===== config.mk =====
export PLATFORM = sky130hd
export DESIGN_NAME = bus_mem_responder
export DESIGN_NICKNAME = d
export VERILOG_FILES = /design/src/rtl/bus_mem_responder.sv
export SDC_FILE = /design/constraint.sdc
export NUM_CORES = 2
export LEC_CHECK = 0
export CAP_MARGIN = 20
export CORE_MARGIN = 4
export CORE_UTILIZATION = 30
export DETAILED_ROUTE_END_ITERATION = 10
export DONT_BUFFER_PORTS = 1
export SYNTH_ARGS = -nofsm -noshare
export SYNTH_HDL_FRONTEND = slang
export SYNTH_SLANG_ARGS = --single-unit

===== constraint.sdc =====
create_clock -name clk -period 3.74 [get_ports clk]
set_input_delay 1.122 -clock clk [delete_from_list [all_inputs] [get_ports clk]]
set_output_delay 1.122 -clock clk [all_outputs]
set_load 0.02 [all_outputs]

===== src/rtl/bus_mem_responder.sv =====
// Memory-side responder for the CPU's multiplexed 8-bit bus: latches an address, then serves
// sequential ROM/RAM data phases with post-access auto-increment. ROM is loaded via a program port.
module bus_mem_responder #(
  parameter int unsigned DATA_BITS     = 8,
  parameter int unsigned ADDR_BITS     = 8,
  parameter int unsigned RAM_ADDR_BITS = 4
) (
  input  logic                 clk,
  input  logic                 reset,
  input  logic [DATA_BITS-1:0] bus_in,
  input  logic                 bus_valid,
  input  logic                 addr_data,
  input  logic                 rom_ram,
  input  logic                 bus_we,
  output logic [DATA_BITS-1:0] bus_out,
  output logic                 rdy,
  output logic                 err,
  input  logic                 prog_we,
  input  logic [ADDR_BITS-1:0] prog_addr,
  input  logic [DATA_BITS-1:0] prog_data
);

  localparam int unsigned RomDepth = 2 ** ADDR_BITS;
  localparam int unsigned RamDepth = 2 ** RAM_ADDR_BITS;

  typedef enum logic {
    StIdle,
    StArmed
  } state_e;

  logic [DATA_BITS-1:0] rom_mem [RomDepth];
  logic [DATA_BITS-1:0] ram_mem [RamDepth];

  state_e                 state_q, state_d;
  logic [ADDR_BITS-1:0]   addr_q, addr_d;
  logic                   space_q, space_d;
  logic [DATA_BITS-1:0]   bus_out_q, bus_out_d;
  logic                   rdy_q, rdy_d;
  logic                   err_q, err_d;
  logic                   ram_we;
  logic [RAM_ADDR_BITS-1:0] ram_idx;
  logic [DATA_BITS-1:0]   rd_word;

  // RAM ignores the upper address bits, so higher addresses alias onto it.
  assign ram_idx = addr_q[RAM_ADDR_BITS-1:0];
  assign rd_word = space_q ? ram_mem[ram_idx] : rom_mem[addr_q];

  always_comb begin
    state_d   = state_q;
    addr_d    = addr_q;
    space_d   = space_q;
    bus_out_d = bus_out_q;
    rdy_d     = 1'b0;
    err_d     = 1'b0;
    ram_we    = 1'b0;

    if (bus_valid) begin
      if (addr_data) begin
        addr_d  = bus_in[ADDR_BITS-1:0];
        space_d = rom_ram;
        state_d = StArmed;
      end else begin
        unique case (state_q)
          StIdle: begin
            err_d = 1'b1;
          end
          StArmed: begin
            if (!bus_we) begin
              bus_out_d = rd_word;
              rdy_d     = 1'b1;
            end else if (space_q) begin
              ram_we = 1'b1;
              rdy_d  = 1'b1;
            end else begin
              err_d = 1'b1;
            end
            // Increment even on a rejected ROM write so the burst stays in step.
            addr_d = addr_q + ADDR_BITS'(1);
          end
          default: begin
            state_d = StIdle;
          end
        endcase
      end
    end
  end

  always_ff @(posedge clk) begin
    if (reset) begin
      state_q   <= StIdle;
      addr_q    <= '0;
      space_q   <= 1'b0;
      bus_out_q <= '0;
      rdy_q     <= 1'b0;
      err_q     <= 1'b0;
    end else begin
      state_q   <= state_d;
      addr_q    <= addr_d;
      space_q   <= space_d;
      bus_out_q <= bus_out_d;
      rdy_q     <= rdy_d;
      err_q     <= err_d;
    end
  end

  // Program port is independent of reset and the bus; a same-cycle read sees the old word.
  always_ff @(posedge clk) begin
    if (prog_we) begin
      rom_mem[prog_addr] <= prog_data;
    end
  end

  always_ff @(posedge clk) begin
    if (ram_we && !reset) begin
      ram_mem[ram_idx] <= bus_in;
    end
  end

  assign bus_out = bus_out_q;
  assign rdy     = rdy_q;
  assign err     = err_q;

endmodule


==> run_results.csv <==
group,metric,value,unit
yosys,syn_area,0.0863,mm²
outcome,status,"complete, no violations",
sta,rsz0062_at_grt,"no",
global_routing,grt_first_pass_wirelength,348,mm
worst_setup_path,crit_type,"reg2reg",
global_routing,antenna_found_initial,8,
yosys,synth_flop_cell,"edfxtp_1",
clock_tree,clock_path_buffers,3,
clock_tree,cts-root-buf,"clkbuf_16",
worst_setup_path,r2r-end,"bus_out[6]",
sta,hold_viol_final,0,
power,cellPowerDensity,516,mW/mm²
cells_and_area,drive_above_1_share,27.1,%
global_routing,top_usage_layer,"met2",
global_routing,grt_pass1_vias,45700,
place,dpl_cell_area,0.0942,mm²
global_routing,grt_max_degree,257,
min_path,worstHoldStart,"reset",
min_path,hold_path_end,"state_q",
place,gp_congestion,0.850,
place,numPortBuffers,0,
worst_setup_path,critical-path-slowest-cell,"mux4_2",
sta,final_max_slew_viol_count,0,
cells_and_area,stdcell_count,8794,
place,dpl.hpwl,154,mm
clock_tree,cts_made_buffers,217,
worst_setup_path,r2r_slack,60,ps
sta,worst_pin_slew,1060,ps
drt,wirelength,246,mm
yosys,yosys-top-cells-area,"edfxtp_1, mux4_2, mux2i_1, nor2_1, nand2_1",
drt,num_vias,46300,
sta,clock_skew,50.8,ps
worst_setup_path,cp.required,4450,ps
worst_setup_path,startpoint_type,"register",
worst_setup_path,slowest_delay,550,ps
clock_tree,cts_tree,"built",
cells_and_area,syn_to_final_growth,17.5,%
yosys,avgSynthCellArea,20.0,µm²
floorplanning,start_util,30.2,%
worst_setup_path,end_kind,"register",
sta,finalSetupTns,0,ps
yosys,synth_common_cells,"edfxtp_1, mux4_2, nor2_1",
yosys,ys_seq_area_share,76.3,%
cells_and_area,nets,4879,
worst_setup_path,arrival,4380,ps
place,place_ws,73.6,ps
yosys,synth.distinct_cells,77,
global_routing,met2_usage,25.7,%
sta,fin_ws,64.0,ps
clock_tree,clk_pin_slew,70,ps
floorplanning,die-area,0.296,mm²
floorplanning,die_x,544,µm
clock_tree,clk_latency,860,ps
sta,hold_ws,337,ps
drt,remaining_drc_errors,0,
clock_tree,htreeDepth,4,
yosys,yosys.area.top_type,"edfxtp_1",
min_path,hold_depth,1,
floorplanning,core-area,0.286,mm²
sta,finalCriticalPeriod,3680,ps
yosys,syn-num-nets,4355,
worst_setup_path,cp_max_fo,37,
drt,wl_per_cell,27.9,µm
clock_tree,cts_hold_buf,0,
place,post-place-cells,8387,
drt,vias_per_cell,5.26,
min_path,holdCritPathClass,"in2reg",
global_routing,grt_usage,16.2,%
floorplanning,die_h,544,µm
drt,firstDrtPassIters,6,
worst_setup_path,crit_top_cell,"buf_12",
drt,drtIter0Drc,6137,
global_routing,gr-usage-met3,3.65,%
global_routing,use_met1,22.4,%
worst_setup_path,crit_chain,"buf_12 -> buf_12 -> mux4_2 -> a22o_1 -> a221oi_1 -> o22ai_1 -> nor4_1 -> or3_1 -> a41oi_1",
yosys,synth_edf_count,2176,
clock_tree,numClockSinks,2204,
yosys,yosysTopAreaCellShare,75.7,%
sta,slew_headroom,28.9,%
sta,period_share,98.3,%
floorplanning,io_pins,41,
power,p_leak,31.6,nW
drt,ant_nets,0,
yosys,synth-seq-cells,2204,
sta,timing.final.setup_violations,0,
sta,clock.fmax,0.272,GHz
yosys,synth-async-reset-ratio,0,%
global_routing,grt_overflow_total,0,
power,ir_drop,0.000511,V
yosys,yosys_warnings,0,
worst_setup_path,reg2reg_depth,9,
cells_and_area,design_area,0.101,mm²
yosys,syn_inst,4320,
yosys,synth.most_common_cell,"edfxtp_1",
floorplanning,row_count,196,
flow_run,cap_violations,0,
-- kinds of logic after synthesis --
| kind of cell | share of synthesized area (%) |
|---|---|
| DFF | 76.3 |
| muxes | 14.8 |
| and+or+nand+nor | 3.59 |
| AOI/OAI and AO/OA | 3.47 |
| buffers and inverters | 1.75 |
| adders and majority gates | 0.0580 |
-- power breakdown --
part           switching (mW)  total [mW]  internal, mW
clock network            9.38        22.0          12.6
logic                    1.82        3.09          1.27
registers              0.0908        27.3          27.2
-- layer usage --
metal	share of wire, %	up-vias
met1	40	24500
met3	9.6	424
li1	-	19000
met4	3.0	4
met5	0.011	-
met2	47	2384
-- flip-flops by register name (all words and copies together) (netlist names), named ones only --
signal   count
ram_mem    128
addr_q       8
space_q      1
bus_out      8
rdy          1
state_q      1
rom_mem   2048
err          1
-- repair_timing --
item / in CTS / in global routing
setup buffers: 0 / 0
setup endpoints to repair: 0 / 3
gates resized for setup: 0 / 4
-- layout by cell type (no fill, tap or decap), types with 23 or more instances in the layout --
cell	instances
bufinv_16	26
a211oi_1	23
edfxtp_1	2176
a22oi_1	31
o22ai_1	62
o21ai_0	39
nor3_1	44
o221ai_1	53
nand3_1	43
a21oi_1	68
clkinv_1	44
clkbuf_16	219
clkbuf_1	34
buf_4	530
mux4_2	432
nor2_1	328
clkinv_2	50
nand2_1	149
mux2i_1	275
buf_12	30
-- stage by stage --
step                utilization, %  power, mW
global placement              33.0       30.9
floorplan                        -       29.6
finish                        35.5       52.4
global route                  35.5       54.0
CTS                           35.5       52.8
detailed placement            33.0       30.9
-- cell type report --
cell class                 instances  area [µm²]
sequential                      2204       65900
clock buffer                     258        5680
timing repair buffer             561        4580
fill                           26200      184000
multi-input combinational       1846       19000
antenna                            9        22.5
tap                             3762        4710
clock inverter                   140        1490
inverter                          14        57.6
-- worst max-delay path: cells and delay by family, from the launching register on --
| kind | cells | cell delay, ps |
|---|---|---|
| simple gates | 2 | 870 |
| mux | 1 | 550 |
| buf+inv | 2 | 600 |
| flops | 1 | 540 |
| compound gates | 4 | 870 |
-- worst max-delay path by stage --
stage | from | to | slack, ps | depth (start not counted)
after floorplan | addr_data | bus_out[3] | 840 | 6
after global placement | register | bus_out[7] | 90 | 11
after detailed placement | register | bus_out[0] | 70 | 9
after CTS | register | bus_out[0] | 30 | 9
after global routing | register | bus_out[7] | 10 | 11
final | register | bus_out[6] | 60 | 9
No activity file was read; power rests on OpenSTA's default activity.
